[config.mk]
export PLATFORM = sky130hd
export DESIGN_NAME = atm_account_arbiter
export DESIGN_NICKNAME = d
export VERILOG_FILES = /design/src/rtl/atm_pkg.sv /design/src/rtl/atm_rr_picker.sv /design/src/rtl/atm_account_arbiter.sv
export SDC_FILE = /design/constraint.sdc
export NUM_CORES = 1
export LEC_CHECK = 0
export BUFFER_PORTS_ARGS = -buffer_cell sky130_fd_sc_hd__buf_2
export CORE_UTILIZATION = 40
export DETAILED_ROUTE_END_ITERATION = 8
export HOLD_SLACK_MARGIN = 0.05
export PLACE_DENSITY = 0.77
export SETUP_SLACK_MARGIN = 0.05
export SYNTH_ARGS = -nofsm -noshare
export SYNTH_HDL_FRONTEND = slang
export SYNTH_SLANG_ARGS = --single-unit
[constraint.sdc]
create_clock -name clk -period 5.7 [get_ports clk]
set_input_delay 0.285 -clock clk [delete_from_list [all_inputs] [get_ports clk]]
set_output_delay 0.285 -clock clk [all_outputs]
set_load 0.03 [all_outputs]
[src/rtl/atm_pkg.sv]
// Shared definitions for the ATM account arbiter: FSM encoding, default widths,
// and the round-robin wrap helper.
package atm_pkg;

    localparam int unsigned DEF_NUM_ATM       = 4;
    localparam int unsigned DEF_CARD_WIDTH    = 6;
    localparam int unsigned DEF_BALANCE_WIDTH = 20;

    typedef enum logic [1:0] {
        IDLE    = 2'd0,
        ISSUE   = 2'd1,
        CAPTURE = 2'd2,
        ACK     = 2'd3
    } atm_state_t;

    // (base + off) mod n, for base < n and off < n
    function automatic int unsigned rr_wrap(input int unsigned base,
                                            input int unsigned off,
                                            input int unsigned n);
        int unsigned s;
        s = base + off;
        return (s >= n) ? (s - n) : s;
    endfunction

endpackage

[src/rtl/atm_rr_picker.sv]
// Combinational round-robin selector: first set request at or above the
// pointer, wrapping past the top terminal.
module atm_rr_picker
    import atm_pkg::*;
#(
    parameter int unsigned num_atm = DEF_NUM_ATM,
    localparam int unsigned IDX_W  = $clog2(num_atm)
) (
    input  logic [num_atm-1:0] i_req,
    input  logic [IDX_W-1:0]   i_rr_ptr,
    output logic               o_valid_c,
    output logic [IDX_W-1:0]   o_idx_c
);

    // Scan from farthest to nearest so the nearest requester wins
    always_comb begin
        o_valid_c = 1'b0;
        o_idx_c   = '0;
        for (int k = int'(num_atm) - 1; k >= 0; k--) begin
            if (i_req[IDX_W'(rr_wrap(32'(i_rr_ptr), 32'(k), num_atm))]) begin
                o_valid_c = 1'b1;
                o_idx_c   = IDX_W'(rr_wrap(32'(i_rr_ptr), 32'(k), num_atm));
            end
        end
    end

endmodule

[src/rtl/atm_account_arbiter.sv]
// Round-robin arbiter sharing the single-port account balance store between
// ATM terminals. Each grant becomes one read or write access, then a one-cycle
// ack to the winner. Optional card lock table enabled by macro ACCT_LOCK_EN.
module atm_account_arbiter
    import atm_pkg::*;
#(
    parameter int unsigned num_atm       = DEF_NUM_ATM,
    parameter int unsigned card_width    = DEF_CARD_WIDTH,
    parameter int unsigned balance_width = DEF_BALANCE_WIDTH
) (
    input  logic                             clk,
    input  logic                             rst,
    input  logic [num_atm-1:0]               req,
    input  logic [num_atm-1:0]               req_we,
    input  logic [num_atm*card_width-1:0]    req_card,
    input  logic [num_atm*balance_width-1:0] req_wdata,
    input  logic [num_atm-1:0]               sess_end,
    output logic [num_atm-1:0]               ack,
    output logic [num_atm-1:0]               req_err,
    output logic [balance_width-1:0]         rdata,
    output logic                             busy,
    output logic                             mem_en,
    output logic                             mem_we,
    output logic [card_width-1:0]            mem_addr,
    output logic [balance_width-1:0]         mem_wdata,
    input  logic [balance_width-1:0]         mem_rdata
);

    localparam int unsigned IDX_W = $clog2(num_atm);

    atm_state_t                 r_state, w_state_nx;
    logic [IDX_W-1:0]           r_grant, w_grant_nx;
    logic                       r_we, w_we_nx;
    logic [card_width-1:0]      r_card, w_card_nx;
    logic [balance_width-1:0]   r_wdata, w_wdata_nx;
    logic                       r_refused, w_refused_nx;
    logic [IDX_W-1:0]           r_rr_ptr, w_rr_ptr_nx;

    logic [num_atm-1:0]         r_ack, w_ack_nx;
    logic [num_atm-1:0]         r_req_err, w_req_err_nx;
    logic [balance_width-1:0]   r_rdata, w_rdata_nx;
    logic                       r_busy, w_busy_nx;
    logic                       r_mem_en, w_mem_en_nx;
    logic                       r_mem_we, w_mem_we_nx;
    logic [card_width-1:0]      r_mem_addr, w_mem_addr_nx;
    logic [balance_width-1:0]   r_mem_wdata, w_mem_wdata_nx;

    logic                       w_pick_vld;
    logic [IDX_W-1:0]           w_pick_idx;
    logic                       w_pick_we;
    logic [card_width-1:0]      w_pick_card;
    logic [balance_width-1:0]   w_pick_wdata;
    logic                       w_conflict;

    atm_rr_picker #(
        .num_atm (num_atm)
    ) u_picker (
        .i_req     (req),
        .i_rr_ptr  (r_rr_ptr),
        .o_valid_c (w_pick_vld),
        .o_idx_c   (w_pick_idx)
    );

    assign w_pick_we    = req_we[w_pick_idx];
    assign w_pick_card  = req_card[32'(w_pick_idx) * card_width +: card_width];
    assign w_pick_wdata = req_wdata[32'(w_pick_idx) * balance_width +: balance_width];

`ifdef ACCT_LOCK_EN
    logic [num_atm-1:0]    r_lock_vld;
    logic [card_width-1:0] r_lock_card [num_atm];
    logic                  w_lock_set;

    // Refuse when another terminal holds a valid lock on the same card
    always_comb begin
        w_conflict = 1'b0;
        for (int j = 0; j < int'(num_atm); j++) begin
            if (r_lock_vld[j] && (r_lock_card[j] == w_pick_card) &&
                (IDX_W'(j) != w_pick_idx)) begin
                w_conflict = 1'b1;
            end
        end
    end

    assign w_lock_set = (r_state == IDLE) && w_pick_vld && !w_conflict;

    // Lock table: grant sets the owner's lock, sess_end clears it (grant wins)
    always_ff @(posedge clk or posedge rst) begin
        if (rst) begin
            r_lock_vld <= '0;
            for (int i = 0; i < int'(num_atm); i++) begin
                r_lock_card[i] <= '0;
            end
        end else begin
            for (int i = 0; i < int'(num_atm); i++) begin
                if (w_lock_set && (w_pick_idx == IDX_W'(i))) begin
                    r_lock_vld[i]  <= 1'b1;
                    r_lock_card[i] <= w_pick_card;
                end else if (sess_end[i]) begin
                    r_lock_vld[i]  <= 1'b0;
                end
            end
        end
    end
`else
    logic w_unused_sess_end;

    assign w_conflict        = 1'b0;
    assign w_unused_sess_end = ^sess_end;
`endif

    // State register
    always_ff @(posedge clk or posedge rst) begin
        if (rst) begin
            r_state <= IDLE;
        end else begin
            r_state <= w_state_nx;
        end
    end

    // Next state, latched operands and next values of the registered outputs
    always_comb begin
        w_state_nx   = r_state;
        w_grant_nx   = r_grant;
        w_we_nx      = r_we;
        w_card_nx    = r_card;
        w_wdata_nx   = r_wdata;
        w_refused_nx = r_refused;
        w_rr_ptr_nx  = r_rr_ptr;

        case (r_state)
            IDLE: begin
                if (w_pick_vld) begin
                    w_grant_nx   = w_pick_idx;
                    w_we_nx      = w_pick_we;
                    w_card_nx    = w_pick_card;
                    w_wdata_nx   = w_pick_wdata;
                    w_refused_nx = w_conflict;
                    w_state_nx   = w_conflict ? ACK : ISSUE;
                end
            end
            ISSUE:   w_state_nx = r_we ? ACK : CAPTURE;
            CAPTURE: w_state_nx = ACK;
            ACK: begin
                w_rr_ptr_nx = IDX_W'(rr_wrap(32'(r_grant), 32'd1, num_atm));
                w_state_nx  = IDLE;
            end
            default: w_state_nx = IDLE;
        endcase

        w_ack_nx = '0;
        if (w_state_nx == ACK) begin
            w_ack_nx[w_grant_nx] = 1'b1;
        end
        w_req_err_nx = '0;
        if ((w_state_nx == ACK) && w_refused_nx) begin
            w_req_err_nx[w_grant_nx] = 1'b1;
        end
        w_busy_nx      = (w_state_nx != IDLE);
        w_mem_en_nx    = (w_state_nx == ISSUE);
        w_mem_we_nx    = w_mem_en_nx && w_we_nx;
        w_mem_addr_nx  = w_mem_en_nx ? w_card_nx : '0;
        w_mem_wdata_nx = w_mem_we_nx ? w_wdata_nx : '0;
        w_rdata_nx     = (r_state == CAPTURE) ? mem_rdata : r_rdata;
    end

    // Operand latches, round-robin pointer and registered outputs
    always_ff @(posedge clk or posedge rst) begin
        if (rst) begin
            r_grant     <= '0;
            r_we        <= 1'b0;
            r_card      <= '0;
            r_wdata     <= '0;
            r_refused   <= 1'b0;
            r_rr_ptr    <= '0;
            r_ack       <= '0;
            r_req_err   <= '0;
            r_rdata     <= '0;
            r_busy      <= 1'b0;
            r_mem_en    <= 1'b0;
            r_mem_we    <= 1'b0;
            r_mem_addr  <= '0;
            r_mem_wdata <= '0;
        end else begin
            r_grant     <= w_grant_nx;
            r_we        <= w_we_nx;
            r_card      <= w_card_nx;
            r_wdata     <= w_wdata_nx;
            r_refused   <= w_refused_nx;
            r_rr_ptr    <= w_rr_ptr_nx;
            r_ack       <= w_ack_nx;
            r_req_err   <= w_req_err_nx;
            r_rdata     <= w_rdata_nx;
            r_busy      <= w_busy_nx;
            r_mem_en    <= w_mem_en_nx;
            r_mem_we    <= w_mem_we_nx;
            r_mem_addr  <= w_mem_addr_nx;
            r_mem_wdata <= w_mem_wdata_nx;
        end
    end

    assign ack       = r_ack;
    assign req_err   = r_req_err;
    assign rdata     = r_rdata;
    assign busy      = r_busy;
    assign mem_en    = r_mem_en;
    assign mem_we    = r_mem_we;
    assign mem_addr  = r_mem_addr;
    assign mem_wdata = r_mem_wdata;

endmodule

# Word-level counts from Yosys, hierarchy flattened
# Cells that the tools add are included.
[totals]
ff_bits = 91
in_bits = 138
elab_cells = 92
[op_classes]
addsub = 9
mul = 2
order_cmp = 12
eq_ne = 5
shift = 2
n_mux = 42
n_reduce_logical = 5
[ops]
columns = ["cell", "n"]
rows = [
  ["indexed part select 80 x 8 -> 20 bit", 1],
  ["two-way mux 20 bit", 3],
  ["two-way mux 2 bit", 12],
  ["indexed part select 24 x 6 -> 6 bit", 1],
  ["less-than comparator 2 x 3 -> 1 bit (second input constant)", 6],
  ["two-way mux 6 bit", 3],
  ["two-way mux 1 bit", 15],
  ["greater-or-equal comparator 3 bit (second input constant)", 4],
  ["binary-select mux 1 bit (select 2 bit)", 5],
  ["subtractor 2 x 1 -> 2 bit (second input constant)", 5],
  ["two-way mux 4 bit", 2],
  ["one-hot mux 2 bit (4 select lines)", 1],
  ["adder 2 x 1 -> 3 bit (second input constant)", 2],
  ["adder 2 x 2 -> 3 bit (second input constant)", 2],
  ["== test 2 bit (second input constant)", 3],
  ["multiplier 2 x 3 -> 5 bit (second input constant)", 1],
  ["== test 2 x 1 -> 1 bit (second input constant)", 2],
  ["multiplier 2 x 2 -> 4 bit (second input constant)", 1],
  ["greater-or-equal comparator 2 x 3 -> 1 bit (second input constant)", 1],
  ["logical AND 1 bit", 3],
  ["demux 1 bit (select 2 bit)", 1],
  ["greater-or-equal comparator 2 x 1 -> 1 bit (second input constant)", 1],
  ["logical NOT 2 bit", 1],
  ["nonzero test 2 bit", 1],
]

# Depth between registers and ports, before layout
[depth]
word_depth = 16
mapped_depth = 11
ltp_nobuf = 9

# Modules after synthesis
# From an unflattened synthesis, not the netlist that was laid out.
[unflattened]
hier_cells = 294
area_unflattened_um2 = 4519.3
[by_module_without_submodules]
columns = ["mod", "instances", "cells_each", "area_each_um2"]
rows = [
  ["atm_account_arbiter", 1, 281, 4441.8],
  ["atm_rr_picker", 1, 13, 77.6],
]

# Worst setup path before layout
# No wires, ideal clock.
[synth_path]
path_kind = "register to register"
startpoint = "register r_state[0]"
endpoint = "register r_mem_wdata[11] (netlist: mem_wdata[11])"
arrival_time_ns = 1.815
path_slack_ns = 3.819
stages_incl_launch_ff = 12
period_less_slack_ns = 1.881
cell_sequence = "dfrtp_1 inv_1 ha_1 a211oi_1 a31oi_1 nand2b_1 clkbuf_1 a31oi_1 nand2_2 inv_2 buf_6 o31a_1"
[synth_between]
elab_chain_cells = 5
[synth_rtl]
columns = ["item", "line_no", "rtl"]
rows = [
  ["from (decl)", "atm_account_arbiter.sv:31", "atm_state_t r_state, w_state_nx;"],
  ["from (signal assigned)", "atm_account_arbiter.sv:116", "r_state <= w_state_nx;"],
  ["== test 2 bit, or another cell as far along", "atm_account_arbiter.sv:130", "case (r_state)"],
  ["one-hot mux 2 bit (4 select lines) *", "atm_account_arbiter.sv:130", ""],
  ["via w_state_nx[0]", "atm_account_arbiter.sv:31", ""],
  ["== test 2 x 1 -> 1 bit *", "atm_account_arbiter.sv:159", "w_mem_en_nx = (w_state_nx == ISSUE);"],
  ["logical AND 1 bit *", "atm_account_arbiter.sv:160", "w_mem_we_nx = w_mem_en_nx && w_we_nx;"],
  ["via w_mem_we_nx", "atm_account_arbiter.sv:44", "logic r_mem_we, w_mem_we_nx;"],
  ["two-way mux 20 bit *", "atm_account_arbiter.sv:162", "w_mem_wdata_nx = w_mem_we_nx ? w_wdata_nx : '0;"],
  ["via w_mem_wdata_nx[11]", "atm_account_arbiter.sv:46", "logic [balance_width-1:0] r_mem_wdata, w_mem_wdata_nx;"],
  ["to (signal assigned)", "atm_account_arbiter.sv:197", "r_mem_wdata <= w_mem_wdata_nx;"],
  ["to (decl)", "atm_account_arbiter.sv:46", ""],
]
# Mark *: on every way through the listed nets, which the timed path passes. The rest lies on a longest branch.
# A chain may end at the register's enable or synchronous reset.

# Worst setup path in the final report
[layout_path]
startpoint = "register r_rr_ptr[1]"
endpoint = "register r_wdata[3]"
[layout_between]
elab_chain_cells = 13
[layout_rtl]
columns = ["item", "line_no", "rtl"]
rows = [
  ["from (decl)", "atm_account_arbiter.sv:37", "logic [IDX_W-1:0] r_rr_ptr, w_rr_ptr_nx;"],
  ["from (signal assigned)", "atm_account_arbiter.sv:189", "r_rr_ptr <= w_rr_ptr_nx;"],
  ["adder 2 x 2 -> 3 bit", "atm_pkg.sv:21", "s = base + off;"],
  ["greater-or-equal comparator 3 bit or subtractor 2 x 1 -> 2 bit (tied branches)", "atm_pkg.sv:22", "return (s >= n) ? (s - n) : s;"],
  ["two-way mux 2 bit", "atm_pkg.sv:22", ""],
  ["binary-select mux 1 bit (select 2 bit)", "atm_rr_picker.sv:20", "if (i_req[IDX_W'(rr_wrap(32'(i_rr_ptr), 32'(k), num_atm))]) begin"],
  ["two-way mux 1 bit (implied by the code)", "atm_rr_picker.sv:20", ""],
  ["two-way mux 2 bit (4 in series)", "atm_rr_picker.sv:20", ""],
  ["multiplier 2 x 3 -> 5 bit", "atm_account_arbiter.sv:66", "assign w_pick_wdata = req_wdata[32'(w_pick_idx) * balance_width +: balance_width];"],
  ["indexed part select 80 x 8 -> 20 bit", "atm_account_arbiter.sv:66", ""],
  ["two-way mux 20 bit *", "atm_account_arbiter.sv:132", "if (w_pick_vld) begin"],
  ["two-way mux 20 bit *", "atm_account_arbiter.sv:130", ""],
  ["via w_wdata_nx[3]", "atm_account_arbiter.sv:35", "logic [balance_width-1:0] r_wdata, w_wdata_nx;"],
  ["to (signal assigned)", "atm_account_arbiter.sv:187", "r_wdata <= w_wdata_nx;"],
  ["to (decl)", "atm_account_arbiter.sv:35", ""],
]
# Mark *: on every way through the listed nets, which the timed path passes. The rest lies on a longest branch. The select of a mux whose other input is x is not followed.

==> metrics.md <==
| Metric | Value |
|---|---|
| Outcome | `finished clean` |
| Core area | `10280 um2` |
| Worst-Margin Slew | `1.132 ns` |
| I/O Buffers | `190` |
| GRT Util Overall | `19.30%` |
| Grt ovf | `0` |
| Seq/Total Area, Yosys | `53.99%` |
| TritonCTS Buffers | `9` |
| Mapped Avg Cell Area | `11.16 um2` |
| Worst setup SP type | `register` |
| Die X-Extent | `104.7 um` |
| FMAX | `319.4 MHz` |
| Leading cell type in the layout, fill and taps excluded | `buf_2` |
| Net Count, Synth | `521` |
| Post-synth top area share | `53.99%` |
| Critical path origin | `r_rr_ptr[1]` |
| Peak supply drop | `264.7 uV` |
| Total number of vias | `3577` |
| Ports | `195` |
| Layout Skew | `0.009896 ns` |
| R2r startpoint | `r_rr_ptr[1]` |
| Gpl congestion | `0.7232` |
| Setup WS pre-CTS | `2.541 ns` |
| Crit path to | `r_wdata[3]` |
| First-pass GRT wire length | `16640 um` |
| Most frequent cells in the layout | `buf_2 (190), dfrtp_1 (91), nand2_1 (40)` |
| Hold Crit Class | `input pin to register` |
| Rows | `37` |
| Cell variety after synth | `43` |
| CTS tree | `yes` |
| Final worst-path cycle share | `54.93%` |
| Lkg Pwr | `2.886 nW` |
| WL per Instance | `14.81 um` |
| Most used cell, CP | `mux2i_1` |
| Critical path, cell by cell | `mux2i_1, o22ai_2, nor2_4, buf_4, mux2i_1, nor2_1, or3_1` |
| Final setup violation count | `0` |
| Post-Syn Instances | `378` |
| Die height | `104.7 um` |
| #FFs+latches synth | `91` |
| Critical Path AT | `3.37 ns` |
| CP endpoint kind | `register` |
| Root cell of the clock tree | `clkbuf_8` |
| Clock-pin slew on the worst setup and hold paths | `0.08 ns` |
| PwrDens | `529.8 nW/um2` |
| Hold Path Cell Cnt | `2` |
| Initial antenna violation count | `0` |
| Setup TNS | `0 ns` |
| Overall routed net length | `10430 um` |
| Worst Min Path Start | `mem_rdata[8]` |
| Final slew viol count | `0` |
| Resize count post-CTS | `0` |
| Number of global-route vias before repair | `3549` |
| Remaining DRCs | `0` |
| Detailed Route Iter0 Violations | `195` |
| Final net count | `708` |
| Fin crit period | `3.131 ns` |
| CP Max Fanout | `30` |
| Largest cells by area after synthesis | `dfrtp_1 (54%), mux2i_1 (8.8%), mux2_2 (5.3%)` |
| Delay-heaviest family, CP | `simple AND/OR/NAND/NOR gates` |
| WL met2 | `5086 um` |
| Die area | `10960 um2` |
| Drt pass-1 iters | `6` |
| Via density | `5.081` |
| Setup ws final | `2.569 ns` |
| Clk sink count | `91` |
| Largest net degree at the start of global routing | `48` |
| Largest area contributor in the netlist | `dfrtp_1` |
| Levels on crit path | `7` |
| Worst path required time | `5.94 ns` |
| Slowest stage cell, crit path | `nor2_4` |
| Worst rel slew slack | `24.51%` |
| N_diodes | `0` |
| Met3 routed WL | `676 um` |
| Buf+Inv Stages, Crit Path | `1` |
| Postcts setup bufs | `0` |
| Initial Util | `41.04%` |
| Clk buf depth | `2` |
| Reg-to-Reg End | `r_wdata[3]` |
| Number of max-cap violations | `0` |
| RSZ-0062 raised after global routing | `no` |
| Area Overhead vs Synth | `29.28%` |
| Synthesized cell area | `4218 um2` |
| Count of final hold-check violations | `0` |
| Register-to-Register Path Depth | `7` |
| DP HPWL | `7602 um` |
| H-tree depth | `3` |
| Clk_lat worst skew | `0.36 ns` |
| Worst reg2reg setup slack | `2.57 ns` |
| Final antenna-violating net count | `0` |
| Worst path max stage delay | `0.66 ns` |
| DR top layer | `met4` |
| Met1 wire length | `4374 um` |
| Share of cells above drive strength 1 | `41.37%` |
| Synth warn | `0` |
| WS Path Type | `register to register` |
[kinds of logic after synthesis]
| logic type | Yosys count | synth area share, % |
|---|---|---|
| AO/OA/AOI/OAI | 83 | 13.53 |
| XOR/XNOR | 1 | 0.2077 |
| adder cells (fa/ha/maj) | 5 | 1.483 |
| buffers and inverters | 25 | 3.085 |
| flip-flops | 91 | 53.99 |
| multiplexers | 57 | 14.12 |
| AND/OR/NAND/NOR | 116 | 13.59 |
[cell type report]
cell class | instances | area, um2
Sequential cell | 91 | 2277
Fill cell | 951 | 4825
Inverter | 7 | 28.78
Clock buffer | 12 | 145.1
Tap cell | 136 | 170.2
Multi-Input combinational cell | 262 | 1810
Clock inverter | 2 | 37.54
Timing Repair Buffer | 194 | 983.4
[Yosys cell counts]
master and n:
a211oi_1 6, a211oi_2 1, a21boi_0 4, a21boi_1 1, a21oi_1 26, a221o_1 1
a31oi_1 2, and2_1 20, and2b_1 1, and2b_4 1, and3_1 1, buf_1 2
buf_2 5, buf_4 2, buf_6 3, clkbuf_1 6, dfrtp_1 91, ha_1 5
inv_1 6, inv_2 1, mux2_2 20, mux2i_1 37, nand2_1 40, nand2_2 1
nand2b_1 3, nand3_1 3, nand3_2 1, nand4_1 1, nor2_1 24, nor2_4 1
nor2b_1 2, nor3_1 2, nor4_1 1, o21ai_0 14, o21bai_1 1, o22a_1 11
o22ai_2 1, o31a_1 13, o31ai_2 1, o32a_1 1, or2_2 1, or3_1 13
xnor2_1 1
[per-layer routing]
layer	GRT usage, %	vias up
met5	0	-
met2	33.40	159
li1	-	1704
met4	9.759	0
met3	3.930	25
met1	22.68	1689
[stage by stage]
step / utilization [%] / area [um2] / hold WS (ns) / power (W) / instances
after global routing: 53.06 / 5453 / 0.1448 / 0.003092 / 704
after floorplan: - / 4218 / 0.4327 / 0.002116 / 378
final: 53.06 / 5453 / 0.1560 / 0.002889 / 704
after detailed placement: 51.18 / 5260 / 0.3810 / 0.002499 / 689
after CTS: 53.06 / 5453 / 0.1393 / 0.002926 / 704
after global placement: 51.18 / 5260 / 0.3682 / 0.002445 / 689
[repair_timing]
| action | in CTS | in global routing |
|---|---|---|
| endpoints found under the setup margin | 0 | 0 |
| hold buffers | 1 | 0 |
| hold endpoints to repair | 44 | 0 |
[worst min path at each step]
| stage | to | slack, ns |
|---|---|---|
| after detailed placement | rdata[5] | 0.38 |
| after global routing | rdata[6] | 0.14 |
| after CTS | rdata[8] | 0.14 |
| after floorplan | r_card[0] | 0.43 |
| after global placement | rdata[2] | 0.37 |
| final | rdata[8] | 0.16 |
[registers in the layout (all words and copies together), names as in the netlist]
signal     flops
ack            4
mem_addr       6
rdata         20
r_refused      1
r_card         6
r_grant        2
r_state        2
r_rr_ptr       2
mem_we         1
mem_wdata     20
req_err        4
mem_en         1
r_we           1
busy           1
r_wdata       20
[power by group]
| group | switching, W | internal (W) | total (W) |
|---|---|---|---|
| Combinational | 0.000926 | 0.000534 | 0.00146 |
| Sequential | 0.0000984 | 0.000912 | 0.00101 |
| Clock | 0.000209 | 0.000210 | 0.000419 |
(Power assumes the default switching activity.)
